**config.mk**
```make
export PLATFORM = sky130hd
export DESIGN_NAME = rx_descramb_subcarrier
export DESIGN_NICKNAME = d
export VERILOG_FILES = /design/src/rtl/rx_descramb_subcarrier.sv
export SDC_FILE = /design/constraint.sdc
export NUM_CORES = 1
export LEC_CHECK = 0
export ABC_AREA = 1
export CAP_MARGIN = 40
export CORE_ASPECT_RATIO = 1.1
export CORE_UTILIZATION = 47
export CTS_CLUSTER_DIAMETER = 60
export DETAILED_ROUTE_END_ITERATION = 6
export PLACE_DENSITY = 0.73
export SYNTH_ARGS = -nofsm -noshare
export SYNTH_HDL_FRONTEND = slang
export SYNTH_SLANG_ARGS = --single-unit
```
**constraint.sdc**
```tcl
create_clock -name clk -period 1.6 [get_ports clk]
set_input_delay 0.16 -clock clk [delete_from_list [all_inputs] [get_ports clk]]
set_output_delay 0.16 -clock clk [all_outputs]
set_load 0.02 [all_outputs]
```
**src/rtl/rx_descramb_subcarrier.sv**
```systemverilog
// Receive-side subcarrier descrambler.
// Data subcarriers inside a frame are conditionally negated (with saturation)
// using a 15-bit LFSR mask that restarts on every start-of-frame. Framing
// violations are flagged on the offending output sample. Fixed two-cycle
// latency for every output; no backpressure.
//
// Handshake: a sample is transferred on every clk edge where ival=1; there is
// no ready, so isop/ieop/iindex_subc are only interpreted when ival=1. Outputs
// follow the same rule: oval=1 marks a valid output sample.
module rx_descramb_subcarrier #(
    parameter int fft_depth = 12
) (
    input  logic                 clk,
    input  logic                 rst,
    input  logic [fft_depth-1:0] isubc_i,
    input  logic [fft_depth-1:0] isubc_q,
    input  logic [1:0]           iindex_subc,
    input  logic [2:0]           index_M_in,
    input  logic [3:0]           index_SS_in,
    input  logic                 isop,
    input  logic                 ival,
    input  logic                 ieop,
    output logic [fft_depth-1:0] osubc_i,
    output logic [fft_depth-1:0] osubc_q,
    output logic [1:0]           oindex_subc,
    output logic [2:0]           index_M_out,
    output logic [3:0]           index_SS_out,
    output logic                 osop,
    output logic                 oval,
    output logic                 oeop,
    output logic [fft_depth-1:0] odata_cnt,
    output logic                 oframe_err,
    output logic                 dbg_state
);

    typedef enum logic {IDLE = 1'b0, FRAME = 1'b1} state_t;

    localparam logic [14:0]          LFSR_INIT = 15'd23248;
    localparam logic [fft_depth-1:0] SMIN = {1'b1, {(fft_depth-1){1'b0}}};
    localparam logic [fft_depth-1:0] SMAX = {1'b0, {(fft_depth-1){1'b1}}};
    localparam logic [fft_depth-1:0] CMAX = {fft_depth{1'b1}};
    localparam logic [fft_depth-1:0] ONE  = {{(fft_depth-1){1'b0}}, 1'b1};

    state_t               state, state_nxt;
    logic [14:0]          lfsr_q, lfsr_cur, lfsr_nxt;
    logic [fft_depth-1:0] cnt_q, cnt_base, cnt_nxt;
    logic                 frame_start, in_frame, is_data, mask_bit, err;

    // stage 1 registers
    logic [fft_depth-1:0] s1_i, s1_q, s1_cnt;
    logic [1:0]           s1_idx;
    logic [2:0]           s1_m;
    logic [3:0]           s1_ss;
    logic                 s1_sop, s1_val, s1_eop, s1_mask, s1_err;

    // Two's-complement negate; the most negative value clips to the maximum.
    function automatic logic [fft_depth-1:0] sat_neg(input logic [fft_depth-1:0] x);
        if (x == SMIN) return SMAX;
        return ~x + ONE;
    endfunction

    assign dbg_state = state;

    // FSM state register
    always_ff @(posedge clk) begin
        if (rst) state <= IDLE;
        else     state <= state_nxt;
    end

    // FSM next state: only valid samples move the machine
    always_comb begin
        state_nxt = state;
        if (ival) begin
            if (isop || state == FRAME) state_nxt = ieop ? IDLE : FRAME;
            else                        state_nxt = IDLE;
        end
    end

    // FSM outputs: mask bit, framing error, next LFSR state and data count
    always_comb begin
        frame_start = ival & isop;
        in_frame    = ival & (isop | (state == FRAME));
        is_data     = in_frame & (iindex_subc == 2'd1);
        lfsr_cur    = frame_start ? LFSR_INIT : lfsr_q;
        cnt_base    = frame_start ? '0 : cnt_q;
        mask_bit    = is_data & lfsr_cur[0];
        err         = ival & (((state == FRAME) & isop) | ((state == IDLE) & ~isop));
        lfsr_nxt    = lfsr_cur;
        cnt_nxt     = cnt_base;
        if (is_data) begin
            lfsr_nxt = {lfsr_cur[13:0], lfsr_cur[14] ^ lfsr_cur[13]};
            cnt_nxt  = (cnt_base == CMAX) ? CMAX : cnt_base + ONE;
        end
    end

    // LFSR and running data count
    always_ff @(posedge clk) begin
        if (rst) begin
            lfsr_q <= LFSR_INIT;
            cnt_q  <= '0;
        end else begin
            lfsr_q <= lfsr_nxt;
            cnt_q  <= cnt_nxt;
        end
    end

    // Stage 1: register inputs, mask bit, error flag and end-of-frame count
    always_ff @(posedge clk) begin
        if (rst) begin
            s1_i    <= '0;
            s1_q    <= '0;
            s1_idx  <= '0;
            s1_m    <= '0;
            s1_ss   <= '0;
            s1_sop  <= 1'b0;
            s1_val  <= 1'b0;
            s1_eop  <= 1'b0;
            s1_mask <= 1'b0;
            s1_err  <= 1'b0;
            s1_cnt  <= '0;
        end else begin
            s1_i    <= isubc_i;
            s1_q    <= isubc_q;
            s1_idx  <= iindex_subc;
            s1_m    <= index_M_in;
            s1_ss   <= index_SS_in;
            s1_sop  <= isop;
            s1_val  <= ival;
            s1_eop  <= ieop;
            s1_mask <= mask_bit;
            s1_err  <= err;
            // Count is captured only when a real frame ends; held otherwise.
            if (in_frame && ieop) s1_cnt <= cnt_nxt;
        end
    end

    // Stage 2: conditional saturating negate, forward everything else
    always_ff @(posedge clk) begin
        if (rst) begin
            osubc_i      <= '0;
            osubc_q      <= '0;
            oindex_subc  <= '0;
            index_M_out  <= '0;
            index_SS_out <= '0;
            osop         <= 1'b0;
            oval         <= 1'b0;
            oeop         <= 1'b0;
            odata_cnt    <= '0;
            oframe_err   <= 1'b0;
        end else begin
            osubc_i      <= s1_mask ? sat_neg(s1_i) : s1_i;
            osubc_q      <= s1_mask ? sat_neg(s1_q) : s1_q;
            oindex_subc  <= s1_idx;
            index_M_out  <= s1_m;
            index_SS_out <= s1_ss;
            osop         <= s1_sop;
            oval         <= s1_val;
            oeop         <= s1_eop;
            odata_cnt    <= s1_cnt;
            oframe_err   <= s1_err;
        end
    end

endmodule
```
## Word level (Yosys, flattened, before mapping)

Cells that the tools add are included.

| operators by class | value |
|---|---|
| bitwise logic cells | 14 |
| add/sub/neg operators | 3 |
| reductions and logical operators | 2 |
| muxes and demuxes | 17 |
| equal/unequal tests | 4 |

Operator list:

| kind | number |
|---|---|
| $mux 12 | 9 |
| $add 12x1->12 const B | 3 |
| $eq 12x12->1 const B | 3 |
| $mux 15 | 2 |
| $not 12->12 | 2 |
| $and 1x1->1 | 7 |
| $mux 1 | 6 |
| $eq 2x1->1 const B | 1 |
| $not 1->1 | 2 |
| $or 1x1->1 | 2 |
| $logic_and 1x1->1 | 1 |
| $logic_or 1x1->1 | 1 |
| $xor 1x1->1 | 1 |

| word-level totals | value |
|---|---|
| logic and storage cells | 64 |
| flip-flop bits (word level) | 127 |
| output and inout bits | 50 |
| input bits | 38 |

## Depth between registers and ports, before layout

Gate-level depths: netlist of the first run.

| logic depth | value |
|---|---|
| depth in word-level cells | 5 |
| gate-level depth with buffers | 14 |
| gate-level depth less buffers | 14 |

## Worst setup path after synthesis of the first run

No wires, ideal clock.

| timing path | value |
|---|---|
| path kind | reg2reg |
| start point | register state (netlist: dbg_state) |
| end point | register s1_cnt[11] |
| period minus slack after synthesis | 1.703 ns |
| required time | 1.483 ns |
| buffers on the path | 0 |
| arrival | 1.586 ns |
| cell stages (with the launch flop) | 13 |
| setup time | 0.117 ns |
| path slack | -0.103 ns |
| cells stage by stage | dfxtp_1 inv_1 ha_1 inv_1 nand2_1 nor2_4 nand2_1 nor2_4 nand3_1 nand2_1 nand3_1 nor2_1 nor2_1 |

| on the way | value |
|---|---|
| word-level cells in the longest chain between the ends | 4 |
| elaborated cells between the ends (all ways) | 5 |
| classes of those cells | 1 x mux; 3 x bitwise; 1 x reduce/logical |

RTL lines:

| element | line | source |
|---|---|---|
| start: declaration | 44 | `state_t state, state_nxt;` |
| start signal: assignment | 67 | `else state <= state_nxt;` |
| $or 1x1->1 * | 82 | `in_frame = ival & (isop \| (state == FRAME));` |
| $and 1x1->1 * | 82 |  |
| $and 1x1->1 | 83 | `is_data = in_frame & (iindex_subc == 2'd1);` |
| $mux 12 | 90 | `if (is_data) begin` |
| end signal: assignment | 133 | `if (in_frame && ieop) s1_cnt <= cnt_nxt;` |
| end: declaration | 50 | `logic [fft_depth-1:0] s1_i, s1_q, s1_cnt;` |

Mark *: on every way between the ends. The rest lies on a longest branch, timed or not.
A chain may end at the register's enable or synchronous reset.

## Final worst setup path of the first run

| timing path | value |
|---|---|
| start point | register state (netlist: dbg_state) |
| end point | register s1_cnt[1] |

The elaborated chain is that of the path after synthesis.

==> results of run 1 <==
-- cells in the mapped netlist, drive strengths merged --
cell type  number  area (sq um)
nand3b          3          22.5
buf            11          66.3
or2             7          43.8
clkinv          1          3.75
nand3          46           243
xnor2           1          8.76
xor2            6          52.6
nor3            3          15.0
o22ai           8          50.1
nor2          124           517
o211ai          3          22.5
o21ai          15          75.1
ha              4          50.1
inv           117           439
nand4           6          37.5
a21oi          25           125
clkbuf         15          56.3
nand2          92           358
a31oi          12          75.1
dfxtp         127          2540
-- cell usage in the layout, fill, tap and decap left out, types with 12 or more instances in the layout --
cell type and count:
a21oi_1 22, buf_4 32, clkbuf_16 17, clkdlybuf4s50_1 36, dfxtp_1 125, dlygate4sd2_1 47, inv_1 107, nand2_1 81
nand3_1 33, nor2_1 109, o21ai_0 12
-- flip-flops by register name (all words and copies together), names as in the netlist, 3 cells and up --
register      count
lfsr_q           15
cnt_q            12
odata_cnt        12
osubc_i          12
osubc_q          12
s1_cnt           12
s1_i             12
s1_q             12
index_SS_out      4
s1_ss             4
index_M_out       3
s1_m              3
-- tightest hold or removal path: stages --
cell and delay, ns:
buf_2 0.12, buf_12 0.21, nor2_1 0.13
-- area by class of cell --
type	instances	area [sq um]
fill	756	2980
sequential	127	2540
multi-input combinational	356	1960
timing repair buffer	128	1200
clock buffer	21	449
inverter	118	445
clock inverter	11	163
tap	120	150
-- cell families after synthesis --
| family | count (synthesis) | share of synthesized area (%) |
|---|---|---|
| DFF | 127 | 52.9 |
| xor gates and xnor gates | 7 | 1.28 |
| and+or+nand+nor | 281 | 25.7 |
| adders and majority gates | 4 | 1.04 |
| AOI/OAI and AO/OA | 63 | 7.24 |
| buffers and inverters | 144 | 11.8 |
-- power groups by stage --
stage | sequential [mW] | clock [mW] | combinational [mW]
after global routing | 3.35 | 4.15 | 0.715
after detailed placement | 3.41 | 0 | 0.601
final | 3.34 | 3.93 | 0.649
after global placement | 3.40 | 0 | 0.587
after CTS | 3.34 | 4.00 | 0.579
after floorplan | 3.46 | 0 | 0.260
-- final timing paths --
| kind | endpoint | slack [ns] |
|---|---|---|
| worst max-delay path | s1_cnt[1] | -0.06 |
| worst min-delay path | odata_cnt[4] | 0.14 |
| worst max register to register | s1_cnt[1] | -0.06 |
| worst min register to register | index_M_out[0] | 0.40 |
-- what timing repair did --
item / 4_1_cts / 5_1_grt
hold endpoints to repair: 0 / 0
gates resized for setup: 58 / 65
pin swaps: 5 / 25
endpoints found under the setup margin: 90 / 65
buffers inserted: 2 / 8
gates cloned: 1 / 1
-- routing by layer --
layer	wire (microns)	share of wire, %	vias up
li1	-	-	2167
met1	4640	41	1995
met3	528	4.7	12
met2	5910	53	123
met4	125	1.1	0
met5	0	0	-
==> results.toml, run 1 <==
[sta]
worst_pin_slew_ns = 0.415
setup_tns_ns = -0.192
hold_ws_ns = 0.144
finalMaxSlewViolations = 0
max_freq_mhz = 602
clock_skew_ns = 0.00920
fin_ws_ns = -0.0599
hold_viol = 0
fin_crit_sh_pct = 104
rsz0062_at_grt = "yes"
setup_viol = 10
slew_headroom_pct = 72.2
period_needed_ns = 1.66

[critical_path]
crit_top_cell = "nand2_4"
endpoint_kind = "flip-flop"
cpMaxStageDelayCell = "dfxtp_2"
reg2reg_from = "dbg_state"
crit_buf_inv = 3
crit_type = "flip-flop to flip-flop"
slowest_delay_ns = 0.33
critPathArrivalTime_ns = 2.12
required_ns = 2.06
cp-start-kind = "flip-flop"
r2r_cells = 11
cp_max_fo = 8
cp.depth = 11
cpLargestDelayFamily = "simple AND/OR/NAND/NOR gates"
crit_start = "dbg_state"
cp_cell_sequence = "inv_2, ha_4, inv_4, nand2_4, nor2_4, nand2_4, nor2_8, nand3_4, nand3_1, o211ai_1, inv_1"

[clock_network]
cts_buffers = 17
cts.reportedPaths.clkPinSlew_ns = 0.06
postCtsHoldBufs = 0
clk_path_buf_depth = 2
numClockSinks = 127
h-tree-depth = 4
cts_root_buf = "clkbuf_8"
insertion_delay_ns = 0.52
cts_tree = "done"

[min_path]
worst_hold_path.num_cells = 3
hp-start = "rst"
min_path_type = "input pin to flip-flop"

[synthesis]
yosysWarnings = 0
syn-num-nets = 668
ys_seq_area_share_pct = 52.9
syn_area_sq_mm = 0.00480
synth_seq_cells = 127
avgSynthCellArea_sq_um = 7.67
synthCells = 626
synth_cell_types = 29

[routing]
drt_iter0_markers = 176
ant_nets = 0
wl_per_cell_microns = 12.7
drtPass1Iterations = 6
wl_microns = 11200
via_count = 4297
drcViolationCount = 0
viasPerCell = 4.88

[floorplanning]
die_area_sq_mm = 0.0106
pin_count = 88
die_w_microns = 98.4
core_area_sq_mm = 0.00989
start_util_pct = 48.6
num_rows = 38
die_height_microns = 108

[grt]
use_met3_pct = 6.46
grtUsageTotal_pct = 21.0
grt_overflow = 0
grt_pass1_wl_microns = 17400
grt.busiest_layer = "met2"
grt_start_max_net_pins = 94
grtUsageMet1_pct = 22.3
gr-usage-met2_pct = 38.1
grt_pass1_vias = 4069
antenna_found_initial = 0

[power]
p_total_mw = 7.92
seqPwrFrac_pct = 42.2
p_sw_share_pct = 22.0
leakage_nw = 3.39
power.switching_mw = 1.74
pwr-share-comb_pct = 8.2
p_int_mw = 6.18
ir_drop_mv = 0.674
power_density_mw_per_mm2 = 1150
clockPowerShare_pct = 49.6

[placement]
pre_cts_ws_ns = -0.459
hpwl_microns = 6880
gp_congestion = 0.823
placed_cell_area_sq_mm = 0.00596
port_buffers = 87
place_inst = 837

[status]
outcome = "finished, violations left"
violations = "setup timing"

[final_layout]
fin_util_pct = 69.9
drive_gt1_share_pct = 18.7
instances_no_fill = 881
design_area_sq_mm = 0.00691
area_delta_synth_final_pct = 43.9
antenna_cells = 0
fin_nets = 790

[flow_run]
cap_violations = 0
No activity file was read; power rests on OpenSTA's default activity.
==> run 2, diff against run 1 <==
--- a/config.mk
+++ b/config.mk
@@ -12,6 +12,8 @@
 export CTS_CLUSTER_DIAMETER = 60
 export DETAILED_ROUTE_END_ITERATION = 6
 export PLACE_DENSITY = 0.73
+export REMOVE_ABC_BUFFERS = 1
+export SLEW_MARGIN = 5
 export SYNTH_ARGS = -nofsm -noshare
 export SYNTH_HDL_FRONTEND = slang
 export SYNTH_SLANG_ARGS = --single-unit
==> run 2 against run 1 <==
  * The flow finishes with violations (DRC, setup timing)
  * Final cell count is 1.0% higher
  * Critical path depth stayed put
  * Sequential power hardly changed
  * Largest cell class unchanged
==> results.toml, run 2 (synthesized netlist as in run 1, its figures left out) <==
[final_layout]
fillers = 656
top_register = "lfsr_q"
fin_nets = 800
instances_no_fill = 890
layout_commonest_cell = "dfxtp_1"
antenna_cells = 0
largest_reg_flops = 15
area_delta_synth_final_pct = 49.0
drive_gt1_share_pct = 22.7
mostFrequentLayoutCells = "123 x dfxtp_1, 105 x inv_1, 105 x nor2_1"

[routing]
top_layer = "met4"
wl_microns = 12700
drt_iter0_markers = 234
viasPerCell = 5.04
wl_met2_microns = 6680
wl_met1_microns = 4820
met3_wirelength_microns = 768
via_count = 4488
ant_nets = 0
wl_per_cell_microns = 14.3
drcViolationCount = 2
drtPass1Iterations = 7

[sta]
hold_viol = 0
max_freq_mhz = 588
period_needed_ns = 1.70
rsz0062_at_grt = "yes"
fin_crit_sh_pct = 106
setup_viol = 38
slew_headroom_pct = 74.6
worst_pin_slew_ns = 0.382
clock_skew_ns = 0.00858
hold_ws_ns = 0.150
fin_ws_ns = -0.0997
finalMaxSlewViolations = 0

[clock_network]
cts_tree = "done"
cts.reportedPaths.clkPinSlew_ns = 0.06
insertion_delay_ns = 0.52
cts_root_buf = "clkbuf_8"
numClockSinks = 127
h-tree-depth = 4
cts_buffers = 17
clk_path_buf_depth = 2

[placement]
hpwl_microns = 6700
port_buffers = 87
gp_congestion = 0.838
place_inst = 837

[power]
leakage_nw = 3.87
p_total_mw = 7.93
ir_drop_mv = 0.713
power_density_mw_per_mm2 = 1110

[floorplanning]
core_area_sq_mm = 0.00989
num_rows = 38
die_area_sq_mm = 0.0106
pin_count = 88
die_height_microns = 108
start_util_pct = 48.6
die_w_microns = 98.4

[min_path]
min_path_type = "input pin to flip-flop"

[critical_path]
required_ns = 2.06
cp_max_fo = 6
crit_type = "flip-flop to flip-flop"
cp-start-kind = "flip-flop"
endpoint_kind = "flip-flop"
critPathArrivalTime_ns = 2.16

[status]
violations = "DRC, setup timing"
outcome = "finished, violations left"

[grt]
antenna_found_initial = 0
grt_overflow = 0
grt_start_max_net_pins = 89
grtUsageTotal_pct = 21.4
grt_pass1_wl_microns = 17900
grt_pass1_vias = 4023

[flow_run]
cap_violations = 0
## run 2: path summary, 6_finish.rpt
kind	to	slack, ns	from	depth (start not counted)
setup reg to reg	osubc_i[7]	-0.1	s1_i[1]	11
hold reg to reg	index_SS_out[2]	0.40	s1_ss[2]	2
setup / recovery	osubc_i[7]	-0.1	s1_i[1]	11
hold / removal	s1_q[5]	0.15	isubc_q[5]	3
## run 2: power breakdown
part	leakage, nW	switching (mW)	total, mW	internal [mW]
registers	1.04	0.0520	3.34	3.29
logic	2.53	0.374	0.692	0.318
clock network	0.294	1.34	3.90	2.55
total	3.87	1.77	7.93	6.16
## run 2: what timing repair did
item | CTS | global route
hold buffers | 1 | 0
hold endpoints to repair | 3 | 0
pin swaps | 9 | 34
setup buffers | 6 | 12
resized for setup | 42 | 112
endpoints found under the setup margin | 51 | 90
cloned | 1 | 2
## run 2: worst max-delay path: stages, from the launching register on
cell and delay, ns:
dfxtp_2 0.32, inv_2 0.09, ha_4 0.16, nand3_4 0.09, nor2_1 0.11, nand2_1 0.11, nor2_2 0.18, nand4_1 0.20
buf_6 0.21, nand2_4 0.07, nor2_4 0.03, nor2_2 0.08
## run 2: layer usage
metal | global-route usage [%] | vias up
li1 | - | 2178
met5 | 0 | -
met3 | 7.05 | 55
met2 | 37.8 | 199
met1 | 23.4 | 2056
met4 | 9.81 | 0
## run 2: layout make-up
cell class	count	area [sq um]	area share, %
clock buffer	20	435	6.08
multi-input combinational	356	2050	28.7
inverter	118	445	6.22
clock inverter	11	165	2.31
timing repair buffer	138	1360	19.0
tap	120	150	2.10
sequential	127	2550	35.6
## run 2: metrics by stage
step,instance area [sq um],setup WS [ns],TNS (ns),utilization [%]
after CTS,6680,-0.0186,-0.0611,67.5
final,7160,-0.0997,-1.73,72.4
after detailed placement,5950,-0.534,-17.28,60.1
after floorplan,4680,-0.263,-8.64,-
after global routing,7160,-0.222,-5.95,72.4
after global placement,5950,-0.424,-14.34,60.1
==> run 3, diff against run 2 <==
--- a/config.mk
+++ b/config.mk
@@ -5,13 +5,13 @@
 export SDC_FILE = /design/constraint.sdc
 export NUM_CORES = 1
 export LEC_CHECK = 0
-export ABC_AREA = 1
 export CAP_MARGIN = 40
 export CORE_ASPECT_RATIO = 1.1
-export CORE_UTILIZATION = 47
+export CORE_UTILIZATION = 46
 export CTS_CLUSTER_DIAMETER = 60
+export CTS_CLUSTER_SIZE = 10
 export DETAILED_ROUTE_END_ITERATION = 6
-export PLACE_DENSITY = 0.73
+export PLACE_DENSITY = 0.72
 export REMOVE_ABC_BUFFERS = 1
 export SLEW_MARGIN = 5
 export SYNTH_ARGS = -nofsm -noshare
==> run 3 against run 2 <==
  * Clock-buffer cell count increased by 2
  * First-iteration DRC count down 49%
  * Routed wire length down 1.9%
  * Utilization rose by 3.5 points
  * Largest power group unchanged
  * Flip-flop and latch count unchanged
  * Critical path type unchanged
  * Design area up 0.59%
  * The run ends with setup timing left
  * Combinational power rose by 0.6%
  * Highest routed layer unchanged
  * Critical path depth decreased by 5
==> results.toml, run 3 <==
[critical_path]
crit_start = "s1_q[1]"
crit_buf_inv = 1
slowest_delay_ns = 0.46
endpoint = "osubc_q[7]"
cp_cell_sequence = "or2_1, or4_4, buf_4, o31a_4, nor3_4, a211oi_2"
cp-start-kind = "flip-flop"
crit_type = "flip-flop to flip-flop"
r2r_end = "osubc_q[7]"
cp_max_fo = 4
endpoint_kind = "flip-flop"
reg2reg_slack_ns = -0.19
r2r_cells = 6
required_ns = 1.99
cp.depth = 6
critPathArrivalTime_ns = 2.18
reg2reg_from = "s1_q[1]"
cpLargestDelayFamily = "simple AND/OR/NAND/NOR gates"
cpMaxStageDelayCell = "or4_4"

[final_layout]
layout_commonest_cell = "dfxtp_1"
area_delta_synth_final_pct = 57.4
largest_reg_flops = 15
instances_no_fill = 741
top_register = "lfsr_q"
fin_nets = 653
drive_gt1_share_pct = 28.8
antenna_cells = 0
fillers = 625
mostFrequentLayoutCells = "119 x dfxtp_1, 63 x nor2b_1, 44 x buf_4"

[clock_network]
insertion_delay_ns = 0.51
cts_root_buf = "clkbuf_8"
cts_buffers = 17
cts.reportedPaths.clkPinSlew_ns = 0.06
numClockSinks = 127
h-tree-depth = 4
clk_path_buf_depth = 2
cts_tree = "done"

[synthesis]
async_reset_ff_share_pct = 0
synth_commonest_cells = "127 x dfxtp_1, 63 x nor2b_1, 47 x a21oi_1"
ys_top_cells_by_area = "dfxtp_1 56%, nor2b_1 8.6%, a21oi_1 5.1%"
synth_edf_count = 0
synth_top_flop_cell = "dfxtp_1"
synthCells = 471
yosysWarnings = 0
synth_top_area_share_pct = 55.5
ys_seq_area_share_pct = 55.5
avgSynthCellArea_sq_um = 9.72
synth_cell_types = 52
syn_area_sq_mm = 0.00458
yosysMostFrequentCell = "dfxtp_1"
synth_seq_cells = 127
yosysTopAreaCell = "dfxtp_1"

[routing]
drtPass1Iterations = 4
drcViolationCount = 0
drt_iter0_markers = 120
via_count = 3923
wl_microns = 12500
viasPerCell = 5.29
ant_nets = 0
wl_per_cell_microns = 16.9

[grt]
grt_pass1_vias = 3672
grt_pass1_wl_microns = 18000
grtUsageTotal_pct = 22.0
antenna_found_initial = 0
grt_start_max_net_pins = 46
grt_overflow = 0

[power]
ir_drop_mv = 0.673
power_density_mw_per_mm2 = 1100
leakage_nw = 3.44

[status]
violations = "setup timing"
outcome = "finished, violations left"

[floorplanning]
pin_count = 88
core_area_sq_mm = 0.00949
die_area_sq_mm = 0.0104
die_height_microns = 107
die_w_microns = 97.1
num_rows = 37
start_util_pct = 48.2

[sta]
setup_viol = 35
worst_pin_slew_ns = 0.388
rsz0062_at_grt = "yes"
period_needed_ns = 1.79
fin_crit_sh_pct = 112
slew_headroom_pct = 73.9
finalMaxSlewViolations = 0
fin_ws_ns = -0.193
clock_skew_ns = 0.0118
max_freq_mhz = 558
hold_viol = 0
hold_ws_ns = 0.199
setup_tns_ns = -2.26

[placement]
place_inst = 689
hpwl_microns = 6480
gp_congestion = 0.818
port_buffers = 87

[min_path]
min_path_type = "input pin to flip-flop"

[flow_run]
cap_violations = 0
[run 3: cell type report]
| type | instances | area, sq um | share of cell area [%] |
|---|---|---|---|
| flip-flops and latches | 127 | 2550 | 35.5 |
| multi-input cells | 309 | 2360 | 32.7 |
| repair buffers | 149 | 1510 | 21.0 |
| clock buffers | 22 | 473 | 6.57 |
| well taps | 117 | 146 | 2.03 |
| clock inverters | 10 | 134 | 1.86 |
| inverters | 7 | 26.3 | 0.365 |
[run 3: what timing repair did]
item / 4_1_cts / 5_1_grt
buffers inserted: 9 / 11
gates resized for setup: 51 / 115
hold buffers: 1 / 0
pin swaps: 30 / 29
endpoints found under the hold margin: 12 / 0
endpoints found under the setup margin: 45 / 91
[run 3: kinds of logic (layout without fill, tap and decap cells)]
family / Yosys count / after routing / synth area share (%)
buffers and inverters: 35 / 188 / 2.90
XOR/XNOR: 21 / 21 / 4.02
flip-flops: 127 / 127 / 55.5
AND/OR/NAND/NOR: 190 / 190 / 23.4
AO/OA/AOI/OAI: 88 / 88 / 11.7
multiplexers: 6 / 6 / 1.37
adder cells (fa/ha/maj): 4 / 4 / 1.09
[run 3: through the flow]
stage               power (mW)  worst slack [ns]  util, %  cell area [sq um]
detailed placement        4.01            -0.615     61.4               5830
finish                    7.94            -0.193     75.9               7200
global route              8.20            -0.234     75.9               7200
CTS                       7.87            -0.156     70.6               6700
floorplan                 3.67            -0.629        -               4470
global placement          3.99            -0.518     61.4               5830
[run 3: routing by layer]
layer / share of wire (%) / up-vias / GRT usage (%)
li1: - / 1875 / -
met1: 41 / 1888 / 25.8
met2: 53 / 137 / 38.8
met3: 4.7 / 23 / 6.52
met4: 1.7 / 0 / 6.50
met5: 0 / - / 0
[run 3: worst min path at each step]
stage	from	to	slack, ns	cells past startpoint
detailed placement	s1_ss[3]	index_SS_out[3]	0.43	1
global route	isubc_i[4]	s1_i[4]	0.19	2
finish	isubc_q[1]	s1_q[1]	0.20	2
floorplan	rst	s1_sop	0.23	1
global placement	s1_m[1]	index_M_out[1]	0.42	1
CTS	isubc_i[1]	s1_i[1]	0.19	2
[run 3: power by group]
group / leakage (nW) / internal, mW / total (mW) / switching [mW]
sequential: 1.05 / 3.29 / 3.36 / 0.0726
combinational: 2.10 / 0.365 / 0.696 / 0.331
clock: 0.297 / 2.53 / 3.88 / 1.35
total: 3.44 / 6.18 / 7.94 / 1.76
